<file path="config.mk">
export PLATFORM = sky130hd
export DESIGN_NAME = keypad_scan_fsm
export DESIGN_NICKNAME = d
export VERILOG_FILES = /design/src/rtl/keypad_scan_fsm.sv
export SDC_FILE = /design/constraint.sdc
export NUM_CORES = 1
export LEC_CHECK = 0
export BUFFER_PORTS_ARGS = -buffer_cell sky130_fd_sc_hd__buf_2
export CAP_MARGIN = 20
export CORE_UTILIZATION = 64
export DETAILED_ROUTE_END_ITERATION = 6
export PLACE_DENSITY = 0.94
export RECOVER_POWER = 25
export SKIP_CTS_REPAIR_TIMING = 1
export SLEW_MARGIN = 20
export SYNTH_ARGS = -nofsm -noshare
export SYNTH_HDL_FRONTEND = slang
export SYNTH_SLANG_ARGS = --single-unit
</file>
<file path="constraint.sdc">
create_clock -name clk -period 4.51 [get_ports clk]
set_input_delay 0.2255 -clock clk [delete_from_list [all_inputs] [get_ports clk]]
set_output_delay 0.2255 -clock clk [all_outputs]
set_load 0.005 [all_outputs]
</file>
<file path="src/rtl/keypad_scan_fsm.sv">
// 4x4 keypad column scanner with row synchronizer and press/release debounce.
// Emits a one-cycle keyValid pulse with the latched one-hot column/row of each accepted key.
module keypad_scan_fsm #(
  parameter int SCAN_DIV        = 1000,
  parameter int DEBOUNCE_CYCLES = 50000
) (
  input  logic       clk,
  input  logic       reset,
  input  logic [3:0] rowIn,
  output logic [3:0] colOut,
  output logic [3:0] storedCol,
  output logic [3:0] storedRow,
  output logic       keyValid,
  output logic       keyHeld
);

  // state      | meaning
  // S_SCAN     | rotate column drive, sample rows at the end of each dwell
  // S_DEBOUNCE | candidate row must stay identical for DEBOUNCE_CYCLES
  // S_PRESSED  | single cycle: stored key valid, keyValid pulses
  // S_HELD     | wait for DEBOUNCE_CYCLES consecutive all-zero rows

  localparam int SCAN_W = (SCAN_DIV > 1) ? $clog2(SCAN_DIV) : 1;
  localparam int DB_W   = (DEBOUNCE_CYCLES > 1) ? $clog2(DEBOUNCE_CYCLES) : 1;

  localparam logic [SCAN_W-1:0] SCAN_LAST = SCAN_W'(SCAN_DIV - 1);
  localparam logic [DB_W-1:0]   DB_LAST   = DB_W'(DEBOUNCE_CYCLES - 1);

  typedef enum logic [1:0] {
    S_SCAN     = 2'd0,
    S_DEBOUNCE = 2'd1,
    S_PRESSED  = 2'd2,
    S_HELD     = 2'd3
  } state_t;

  state_t            r_state;
  logic [3:0]        r_sync1;
  logic [3:0]        r_sync2;
  logic [3:0]        r_cand_row;
  logic [3:0]        r_col;
  logic [3:0]        r_stored_col;
  logic [3:0]        r_stored_row;
  logic              r_key_valid;
  logic              r_key_held;
  logic [SCAN_W-1:0] r_scan_cnt;
  logic [DB_W-1:0]   r_db_cnt;

  logic              w_row_valid;
  logic [3:0]        w_col_next;

  // Exactly one row bit set; zero or multiple simultaneous rows count as no key.
  assign w_row_valid = (r_sync2 != 4'd0) && ((r_sync2 & (r_sync2 - 4'd1)) == 4'd0);
  assign w_col_next  = {r_col[2:0], r_col[3]};

  always_ff @(posedge clk or posedge reset) begin
    if (reset) begin
      r_sync1 <= 4'd0;
      r_sync2 <= 4'd0;
    end else begin
      r_sync1 <= rowIn;
      r_sync2 <= r_sync1;
    end
  end

  always_ff @(posedge clk or posedge reset) begin
    if (reset) begin
      r_state      <= S_SCAN;
      r_cand_row   <= 4'd0;
      r_col        <= 4'b0001;
      r_stored_col <= 4'd0;
      r_stored_row <= 4'd0;
      r_key_valid  <= 1'b0;
      r_key_held   <= 1'b0;
      r_scan_cnt   <= '0;
      r_db_cnt     <= '0;
    end else begin
      case (r_state)
        S_SCAN: begin
          // Rows are only judged at the end of the dwell so the column drive can settle.
          if (r_scan_cnt == SCAN_LAST) begin
            if (w_row_valid) begin
              r_state    <= S_DEBOUNCE;
              r_cand_row <= r_sync2;
              r_db_cnt   <= '0;
            end else begin
              r_scan_cnt <= '0;
              r_col      <= w_col_next;
            end
          end else begin
            r_scan_cnt <= r_scan_cnt + 1'b1;
          end
        end

        S_DEBOUNCE: begin
          if (r_sync2 == r_cand_row) begin
            if (r_db_cnt == DB_LAST) begin
              r_state      <= S_PRESSED;
              r_stored_col <= r_col;
              r_stored_row <= r_cand_row;
              r_key_valid  <= 1'b1;
              r_key_held   <= 1'b1;
            end else begin
              r_db_cnt <= r_db_cnt + 1'b1;
            end
          end else begin
            // Bounce: retry the same column from the start of its dwell.
            r_state    <= S_SCAN;
            r_scan_cnt <= '0;
          end
        end

        S_PRESSED: begin
          r_state     <= S_HELD;
          r_key_valid <= 1'b0;
          r_db_cnt    <= '0;
        end

        S_HELD: begin
          if (r_sync2 == 4'd0) begin
            if (r_db_cnt == DB_LAST) begin
              r_state    <= S_SCAN;
              r_key_held <= 1'b0;
              r_scan_cnt <= '0;
              r_col      <= w_col_next;
            end else begin
              r_db_cnt <= r_db_cnt + 1'b1;
            end
          end else begin
            r_db_cnt <= '0;
          end
        end

        default: begin
          r_state     <= S_SCAN;
          r_key_valid <= 1'b0;
          r_key_held  <= 1'b0;
          r_scan_cnt  <= '0;
          r_col       <= 4'b0001;
        end
      endcase
    end
  end

  assign colOut    = r_col;
  assign storedCol = r_stored_col;
  assign storedRow = r_stored_row;
  assign keyValid  = r_key_valid;
  assign keyHeld   = r_key_held;

endmodule

</file>
After elaboration in Yosys (flattened, before gate mapping)
Cells that the tools add are included.
{"block": "word_totals", "elab_cells": 78, "out_inout_bits": 14, "inputBits": 6, "ff_bits": 54}
{"block": "classes", "n_eq_ne": 16, "bitwise": 1, "muxes": 30, "addsub": 3, "reduce_logical": 17}
{"cell": "$mux 16", "n": 5}
{"cell": "$pmux 16 s4", "n": 1}
{"cell": "$mux 10", "n": 5}
{"cell": "$pmux 10 s3", "n": 1}
{"cell": "$reduce_and 5->1", "n": 4}
{"cell": "$add 16x1->16 const B", "n": 1}
{"cell": "$eq 16x16->1 const B", "n": 1}
{"cell": "$mux 4", "n": 4}
{"cell": "$ne 2x2->1 const B", "n": 8}
{"cell": "$mux 2", "n": 6}
{"cell": "$reduce_and 3->1", "n": 4}
{"cell": "$add 10x1->10 const B", "n": 1}
{"cell": "$eq 10x10->1 const B", "n": 1}
{"cell": "$logic_not 4->1", "n": 2}
{"cell": "$pmux 2 s4", "n": 1}
{"cell": "$pmux 4 s2", "n": 1}
{"cell": "$ne 3x3->1 const B", "n": 2}
{"cell": "$reduce_bool 2->1", "n": 3}
{"cell": "$and 4x4->4", "n": 1}
{"cell": "$eq 2x2->1 const B", "n": 2}
{"cell": "$eq 4x4->1", "n": 1}
{"cell": "$mux 1", "n": 4}
{"cell": "$pmux 1 s2", "n": 2}
{"cell": "$reduce_bool 4->1", "n": 1}
{"cell": "other kinds (5)", "n": 5}

Longest topological paths before layout
Gate-level depths: netlist (run 1).
{"block": "depth", "ltp_word": 7, "ltp_mapped": 8, "ltp_nobuf": 6}

Least setup slack after synthesis (run 1)
OpenSTA, ideal clock, no wires.
{"block": "synth_path", "path_type": "reg2reg", "from": "reg r_db_cnt[4]", "to": "reg r_stored_col[0] (netlist: storedCol[0])", "synth_period_minus_slack_ps": 2547, "setup_ps": 125, "path_buffers": 1, "path_stages_with_launch": 6, "setup_slack_ps": 1963, "t_required_ps": 4385, "arrival_time_ps": 2422, "cell_sequence": "dfrtp_1 or4b_1 or4_1 clkbuf_2 nor4_4 mux2_2"}
{"block": "synth_between", "elab_chain_cells": 2}
{"item": "start: declaration", "line_no": "46", "text": "logic [DB_W-1:0] r_db_cnt;"}
{"item": "start signal: assignment", "line_no": "103", "text": "r_db_cnt <= r_db_cnt + 1'b1;"}
{"item": "start signal: assignment", "line_no": "126", "text": "r_db_cnt <= r_db_cnt + 1'b1;"}
{"item": "$eq 16x16->1", "line_no": "96", "text": "if (r_db_cnt == DB_LAST) begin"}
{"item": "$reduce_and 3->1 (no source line)"}
{"item": "end signal: assignment", "line_no": "98", "text": "r_stored_col <= r_col;"}
{"item": "end: declaration", "line_no": "41", "text": "logic [3:0] r_stored_col;"}
Every way passes these cells.
A chain may end at the register's enable or synchronous reset.

Final worst setup path (run 1)
{"block": "layout_path", "from": "reg r_sync2[3]", "to": "reg r_db_cnt[8]"}
{"block": "layout_between", "elab_chain_cells": 6, "word_cells_on_any_way": 12, "cone_classes": "add/sub: 1; eq/ne: 3; mux: 2; bitwise: 1; reduce/logical: 5"}
{"item": "start: declaration", "line_no": "38", "text": "logic [3:0] r_sync2;"}
{"item": "start signal: assignment", "line_no": "61", "text": "r_sync2 <= r_sync1;"}
{"item": "$sub 4x1->4", "line_no": "52", "text": "assign w_row_valid = (r_sync2 != 4'd0) && ((r_sync2 & (r_sync2 - 4'd1)) == 4'd0);"}
{"item": "$and 4x4->4", "line_no": "52"}
{"item": "$logic_not 4->1", "line_no": "52"}
{"item": "$logic_and 1x1->1", "line_no": "52"}
{"item": "$ne 2x2->1 (no source line)"}
{"item": "$reduce_and 3->1 (no source line)"}
Several ways; a longest one is shown, not always the timed one.

==> results of run 1 <==
cell usage after synthesis, types with 3 or more instances:
library cell  number
a31oi_1            4
o21ai_0           17
nor4_1             4
o211ai_1           3
nand3b_1           3
or4_1             12
clkbuf_1           6
or2_2              4
o41ai_1            3
mux2_2            17
nand2_1           16
nand4_1            7
nand3_1           16
dfrtp_1           53
and3_1             5
nor3_1             3
a21o_1             6
a21oi_1           18
xor2_1             5
o31ai_1           12
nor2_1             8
inv_1              5
or3_1              4
registers in the layout, indices dropped and copies added, names as in the netlist, named ones only:
register	count
r_sync2	4
storedCol	4
r_state	1
r_scan_cnt	10
r_sync1	4
keyValid	1
keyHeld	1
storedRow	4
r_db_cnt	16
r_cand_row	4
colOut	4
power breakdown:
part | switching, mW | total, mW | internal [mW]
Clock | 0.155 | 0.265 | 0.110
Combinational | 0.0144 | 0.0190 | 0.00457
Sequential | 0.00414 | 0.492 | 0.488
Total | 0.174 | 0.776 | 0.602
per-stage QoR:
step	total power [mW]	utilization, %	cell area [µm²]
finish	0.776	72.0	2900
global route	0.802	72.0	2900
CTS	0.779	71.9	2900
detailed placement	0.520	69.8	2810
global placement	0.519	69.8	2810
floorplan	0.513	-	2690
logic make-up (layout without fill, tap and decap cells):
logic type,after synthesis,after routing,synth area share (%)
compound gates,70,70,16.4
flops,54,54,50.3
mux,17,17,7.13
buf+inv,15,33,2.19
simple gates,96,96,21.4
fa+ha+maj,2,2,0.931
xor+xnor,5,5,1.63
final cells by class:
type | count | share of cell area (%)
tap | 50 | 2.16
clock inverter | 2 | 0.475
inverter | 5 | 0.691
timing repair buffer | 20 | 3.54
clock buffer | 6 | 2.50
multi-input combinational | 190 | 44.0
sequential | 54 | 46.7
layer usage:
metal	up-vias	GRT usage (%)	share of wire [%]
met1	1038	37.1	43
met3	13	5.82	4.9
met5	-	0	0
li1	1033	-	-
met4	0	10.6	2.1
met2	82	41.2	50
path summary, 6_finish.rpt:
check                                 from      endpoint
worst min-delay path              rowIn[0]    r_sync1[0]
worst min register to register  r_sync1[2]    r_sync2[2]
worst max-delay path            r_sync2[3]   r_db_cnt[8]
worst max register to register  r_sync2[3]   r_db_cnt[8]
max in group asynchronous            reset     colOut[1]
min in group asynchronous            reset  r_db_cnt[12]
critical path, delay by kind of cell (launching register included):
family / cells / cell delay (ns)
and+or+nand+nor: 2 / 1.14
xor gates and xnor gates: 1 / 0.22
DFF: 1 / 0.47
AOI/OAI and AO/OA: 2 / 1.01
==> impl_metrics.toml, run 1 <==
[status]
outcome = "finished with violations"
violations = "capacitance limit, slew limit"

[synthesis]
synth_seq_cells = 54
synth_cell_types = 45
syn_area_per_cell_um2 = 10.4
ys_warn_count = 0
syn-cell-area_um2 = 2690
synth_area_leaders = "dfrtp_1 49%, mux2_2 7.1%, a21oi_1 3.4%"
synth_ff_type = "dfrtp_1"
synth-edff-count = 0
synth_seq_area_share_pct = 50.3
syn_inst = 259
synthArstFlopShare_pct = 100
synth_fp_nets = 267
synth_top_area_share_pct = 49.4
synth_area_leader_cell = "dfrtp_1"

[min_path]
hold_depth = 1
hold_class = "in -> reg"

[grt]
track_usage_pct = 26.9
grt_pass1_vias = 1872
grt_pass1_wl_um = 8820
antenna_found_initial = 0
grt_max_degree = 55
grt-ovfl-total = 0

[setup_path]
r2r.worst_path.cells = 5
crit_path_max_incr_delay_ns = 0.83
cp_max_fo = 18
startpoint_type = "flip-flop"
reg2reg_slack_ns = 1.57
cp_slowest_cell = "o41ai_1"
cp_data_arrival_time_ns = 3.16
worst_setup_path_end_kind = "flip-flop"
worstSetupPathType = "reg -> reg"
crit_chain = "xor2_1 > o41ai_1 > nand2_1 > or4_1 > a21oi_1"
required_ns = 4.73

[route]
wl_um = 5580
drc = 0
drt-vias-per-instance = 6.62
ant_nets = 0
drtIter0Drc = 286
wl_per_cell_um = 17.1
first_pass_iters = 7
num_vias = 2166

[layout]
stdcell_count = 327
syn_to_final_growth_pct = 7.92
drive_gt1_share_pct = 18.8
layout_commonest_cell = "dfrtp_1"
seq_area_um2 = 1350
n_antenna_cell = 0
final_cell_mix = "53 x dfrtp_1, 19 x buf_2, 18 x a21oi_1"
multiInputGateArea_um2 = 1270
fill_cells = 273
nNetsFinal = 284

[timing]
slew-limit-headroom_pct = -54.4
setup_viol = 0
period_share_pct = 65.1
final.setup.tns_ns = 0
rsz0062_at_grt = "no"
fmax_mhz = 341
fin_crit_ns = 2.94
layout_setup_ws_ns = 1.57
worst_pin_slew_ns = 2.30
final_max_slew_viol_count = 55
hold_viol = 0
hold_ws_ns = 0.0190
skew_ns = 0.00783

[floorplan]
core.rowCount = 23
io_pins = 20
core_area_um2 = 4030
die-area_um2 = 4460
start_util_pct = 66.7
die_h_um = 66.8
die_w_um = 66.8

[place]
dp_cells = 319
pre_cts_ws_ns = 1.62
globalplace.congestion = 0.888
hpwl_um = 3900
port_buffers = 19

[clock_network]
clk_latency_ns = 0.31
cts_sinks = 54
clkSlewWorstSetupHoldPaths_ns = 0.09
cts_tree = "done"
cts_max_path_buffers = 2
cts_buffers = 5
htreeDepth = 2
cts_root_buf = "clkbuf_8"

[run]
drv_cap = 1

[power]
peakVddDrop_mv = 0.255
power_density_nw_per_um2 = 268
cellLeakagePower_nw = 1.29
(Power assumes the default switching activity.)
==> run 2: changes to the inputs <==
CORE_UTILIZATION = 54   (was 64)
PLACE_DENSITY = 0.86   (was 0.94)
clock period = 2.45 ns   (was 4.51 ns; I/O delays follow)
==> run 2 against run 1 <==
The flow now finishes without violations. Clock power rose by 96%. Sequential power grew 84%. Maximum frequency increased by 23%. Register-to-register slack worse by 1.5 ns. Wire length up 13%. Critical endpoint is now colOut[1]. Largest cell class unchanged.
==> impl_metrics.toml, run 2 (synthesized netlist as in run 1, its figures left out) <==
[status]
outcome = "completed"

[power]
p_clk_share_pct = 35.3
seqPwrFrac_pct = 61.6
swShare_pct = 23.7
peakVddDrop_mv = 0.508
power_density_nw_per_um2 = 465
cellLeakagePower_nw = 1.44
p_sw_mw = 0.348
p_int_mw = 1.12
comb_power_share_pct = 3.1

[timing]
setup_viol = 0
worst_pin_slew_ns = 1.29
layout_setup_ws_ns = 0.0619
final_max_slew_viol_count = 0
slew-limit-headroom_pct = 14.0
fmax_mhz = 419
fin_crit_ns = 2.39
hold_viol = 0
period_share_pct = 97.5
final.setup.tns_ns = 0
skew_ns = 0.0110

[floorplan]
core.rowCount = 25
io_pins = 20
die_w_um = 72.5
start_util_pct = 56.5
die-area_um2 = 5260
die_h_um = 72.5
core_area_um2 = 4750

[layout]
final_cell_mix = "53 x dfrtp_1, 19 x buf_4, 18 x a21oi_1, 18 x buf_2"
drive_gt1_share_pct = 24.8
syn_to_final_growth_pct = 17.7
nNetsFinal = 310
utilization_pct = 66.5
top_register = "r_db_cnt"
largestRegisters = "r_db_cnt x16, r_scan_cnt x10"
layout_commonest_cell = "dfrtp_1"
n_antenna_cell = 0
fin_area_um2 = 3160
largest_reg_flops = 16

[route]
drtIter0Drc = 279
wl_um = 6320
first_pass_iters = 4
num_vias = 2367
drt-vias-per-instance = 6.40
wl_per_cell_um = 17.1
drc = 0
ant_nets = 0

[clock_network]
cts_tree = "done"
clk_latency_ns = 0.32
cts_root_buf = "clkbuf_8"
cts_sinks = 54
clkSlewWorstSetupHoldPaths_ns = 0.10
cts_max_path_buffers = 2
cts_buffers = 5
htreeDepth = 2

[setup_path]
cp_top_family = "simple AND/OR/NAND/NOR gates"
critPathBufInv = 2
crit_chain = "or4b_1 > nor4_2 > buf_4 > nand3_1 > o21ai_1 > buf_4 > mux2_2"
cp_slowest_cell = "or4b_1"
cp_common_cell = "buf_4"
cp_data_arrival_time_ns = 2.59
required_ns = 2.65
r2r.worst_path.cells = 7
cp_max_fo = 5
reg2reg_slack_ns = 0.06
worst_setup_path_end_kind = "flip-flop"
reg2reg_from = "r_db_cnt[7]"
worstSetupPathType = "reg -> reg"
startpoint_type = "flip-flop"
crit_path_max_incr_delay_ns = 0.56
reg2reg_to = "colOut[1]"

[grt]
grt_pass1_wl_um = 9760
grt_max_degree = 55
grt-ovfl-total = 0
grt_pass1_vias = 2160
antenna_found_initial = 0
track_usage_pct = 24.4

[place]
pre_cts_ws_ns = 0.0366
globalplace.congestion = 0.936
port_buffers = 19
placedInstanceArea_um2 = 3020
hpwl_um = 4240

[min_path]
hold_depth = 0
hold_class = "reg -> reg"
min_to = "r_sync2[1]"
hp-start = "r_sync1[1]"

[run]
drv_cap = 0
-- run 2: worst max path at each step --
stage / end / depth (start not counted) / slack [ns] / from
floorplan: storedCol[0] / 5 / -0.02 / r_db_cnt[4]
global placement: storedRow[1] / 5 / 0.08 / r_db_cnt[4]
detailed placement: storedRow[2] / 5 / 0.04 / r_db_cnt[4]
CTS: storedRow[2] / 5 / 0.02 / r_db_cnt[4]
global route: colOut[1] / 7 / -0.03 / r_db_cnt[7]
finish: colOut[1] / 7 / 0.06 / r_db_cnt[7]
-- run 2: metal layers --
metal / GRT usage [%] / vias to the layer above / share of wire [%]
met1: 32.1 / 1174 / 41
li1: - / 1077 / -
met3: 5.56 / 17 / 6.3
met4: 12.6 / 0 / 2.3
met5: 0 / - / 0
met2: 38.2 / 99 / 50
-- run 2: final cells by class --
cell class / count / area [µm²]
flip-flops and latches: 54 / 1350
clock inverters: 2 / 17.5
clock buffers: 6 / 72.6
inverters: 5 / 18.8
fillers: 351 / 1590
well taps: 67 / 83.8
repair buffers: 46 / 323
multi-input cells: 190 / 1290
-- run 2: stage by stage --
step	total power, mW	std cells	hold slack [ns]
5_1_grt	1.51	370	0.372
6_report	1.47	370	0.365
3_3_place_gp	0.961	357	0.190
4_1_cts	1.47	365	-0.143
2_1_floorplan	0.944	259	0.154
3_5_place_dp	0.964	357	0.204
-- run 2: power groups by stage --
stage / Clock [mW] / Sequential [mW] / Combinational [mW]
6_report: 0.519 / 0.905 / 0.0458
4_1_cts: 0.520 / 0.904 / 0.0418
2_1_floorplan: 0 / 0.920 / 0.0243
3_3_place_gp: 0 / 0.921 / 0.0396
5_1_grt: 0.553 / 0.906 / 0.0521
3_5_place_dp: 0 / 0.922 / 0.0420
==> run 3: changes to the inputs <==
ABC_AREA = 1   (was default)
CELL_PAD_IN_SITES_DETAIL_PLACEMENT = 0   (was default)
CELL_PAD_IN_SITES_GLOBAL_PLACEMENT = 1   (was default)
CORE_UTILIZATION = 40   (was 54)
CTS_CLUSTER_DIAMETER = 120   (was default)
PLACE_DENSITY = 0.85   (was 0.86)
==> run 3 against run 2 <==
Clock skew rose by 0.0019 ns. Sequential cell count did not move. Sequential power barely moved. Maximum frequency rose by 23%. Cell count rose by 56%. Largest power group unchanged.
==> impl_metrics.toml, run 3 <==
[route]
first_pass_iters = 4
drc = 0
drt-vias-per-instance = 4.92
wl_per_cell_um = 12.4
ant_nets = 0
num_vias = 2847
wl_um = 7180
drtIter0Drc = 144

[grt]
grt_pass1_vias = 2630
use_met2_pct = 28.0
grt_pass1_wl_um = 12400
grt_util_met1_pct = 25.0
grt_busiest_layer = "met2"
use_met3_pct = 3.61
grt-ovfl-total = 0
track_usage_pct = 18.1
grt_max_degree = 24
antenna_found_initial = 0

[floorplan]
core.rowCount = 32
io_pins = 20
start_util_pct = 42.0
core_area_um2 = 7850
die_h_um = 92.8
die_w_um = 92.8
die-area_um2 = 8610

[timing]
setup_viol = 0
period_share_pct = 79.5
final_max_slew_viol_count = 0
worst_pin_slew_ns = 0.959
fin_crit_ns = 1.95
fmax_mhz = 513
final.setup.tns_ns = 0
hold_viol = 0
skew_ns = 0.0129
layout_setup_ws_ns = 0.501
slew-limit-headroom_pct = 36.1
rsz0062_at_grt = "no"

[setup_path]
worst_setup_path_end_kind = "flip-flop"
startpoint_type = "flip-flop"
required_ns = 2.66
crit_start = "r_state[0]"
cp_data_arrival_time_ns = 2.16
reg2reg_from = "r_state[0]"
worstSetupPathType = "reg -> reg"
cp_max_fo = 18

[synthesis]
synth_fp_nets = 455
synth-edff-count = 0
synth_ff_type = "dfrtp_1"
synth_top_family_by_area = "simple AND/OR/NAND/NOR gates"
synth_cell_types = 35
synth_area_leader_cell = "dfrtp_1"
synthAdderAreaFrac_pct = 0.759
syn-cell-area_um2 = 3300
synth_mux_area_share_pct = 0
synth_seq_area_share_pct = 41.0
syn_area_per_cell_um2 = 7.38
synthArstFlopShare_pct = 100
ys_warn_count = 0
post-synth-top-count-cell = "nand2_1"
syn_inst = 447
synth_area_leaders = "dfrtp_1 40%, nand2_1 18%, nor2_1 5.2%"
synth_xor_area_share_pct = 1.33
synth_top_area_share_pct = 40.2
synth_compound_area_share_pct = 8.76
synth_seq_cells = 54
yosys.area_share.simple_pct = 40.6
synthTopCellsByCount = "162 x nand2_1, 53 x dfrtp_1, 46 x nor2_1, 42 x inv_1, 34 x nand3_1"

[clock_network]
cts_buffers = 5
cts_tree = "done"
clkSlewWorstSetupHoldPaths_ns = 0.10
htreeDepth = 2
cts_sinks = 54
cts_max_path_buffers = 2
cts_root_buf = "clkbuf_8"
clk_latency_ns = 0.31

[layout]
drive_gt1_share_pct = 14.7
largestRegisters = "r_db_cnt x16, r_scan_cnt x10"
largest_reg_flops = 16
n_antenna_cell = 0
syn_to_final_growth_pct = 10.8
multiInputGateArea_um2 = 1700
seq_area_um2 = 1350
nNetsFinal = 484
final_cell_mix = "162 x nand2_1, 53 x dfrtp_1, 46 x nor2_1"
fin_area_um2 = 3650
fill_cells = 827
layout_commonest_cell = "nand2_1"
top_register = "r_db_cnt"

[power]
power_density_nw_per_um2 = 433
peakVddDrop_mv = 0.245
cellLeakagePower_nw = 1.79

[status]
outcome = "completed"

[place]
placedInstanceArea_um2 = 3500
pre_cts_ws_ns = 0.517
port_buffers = 19
hpwl_um = 5200
globalplace.congestion = 0.828

[min_path]
hp-start = "r_sync1[3]"
hold_class = "reg -> reg"

[run]
drv_cap = 0
run 3: cell count changes after synthesis, moves of 6 or more:
cell,previous run,this run
a21oi_1,18,1
clkbuf_1,6,0
inv_1,5,42
mux2_2,17,0
nand2_1,16,162
nand2_2,0,6
nand3_1,16,34
nand4_1,7,18
nor2_1,8,46
o21ai_2,0,14
o31ai_1,12,0
or4_1,12,0
run 3: layout make-up:
cell class              count  share of cell area [%]
clock inverters             1                   0.822
multi-input cells         336                    46.4
flip-flops and latches     54                    37.0
inverters                  50                    5.14
repair buffers             29                    4.76
clock buffers               7                    2.36
well taps                 102                    3.49
run 3: per-stage QoR:
stage                     hold slack (ns)  power, mW  utilization, %  instances
after floorplan                     0.154      0.947               -        447
after global placement              0.109      0.963            44.6        566
after detailed placement            0.118      0.964            44.6        566
after CTS                          -0.236       1.60            46.0        574
after global routing                0.366       1.65            46.6        579
final                               0.359       1.58            46.6        579
run 3: report_power, final:
group / total (mW) / switching [mW] / leakage [nW] / internal, mW
sequential: 0.902 / 0.00448 / 0.718 / 0.897
clock: 0.633 / 0.299 / 0.0585 / 0.334
combinational: 0.0477 / 0.0326 / 1.01 / 0.0152
run 3: logic make-up (layout without fill, tap and decap cells):
kind of cell | after synthesis | in the layout
AO/OA/AOI/OAI | 42 | 42
XOR/XNOR | 5 | 5
adder cells (fa/ha/maj) | 2 | 2
buffers and inverters | 57 | 87
flip-flops | 54 | 54
AND/OR/NAND/NOR | 287 | 287
run 3: metal layers:
layer	part of all wire, %	wire length, µm
met4	0.93	67
met1	50	3620
met5	0	0
met3	3.1	219
met2	46	3270
run 3: worst paths after layout:
kind,slack (ns),to,cells past startpoint
max,0.50,r_db_cnt[9],7
min,0.36,r_sync2[3],0
max reg2reg,0.50,r_db_cnt[9],7
min reg2reg,0.36,r_sync2[3],0
max in group asynchronous,0.74,r_scan_cnt[7],4
min in group asynchronous,0.42,r_db_cnt[14],3
run 3: critical path, stage by stage, from the launching register on:
cell      delay [ns]
dfrtp_1         0.73
inv_2           0.13
nor2_2          0.16
nand2_1         0.15
nand2_2         0.11
clkinv_1        0.32
nand2_1         0.18
nand2_1         0.06
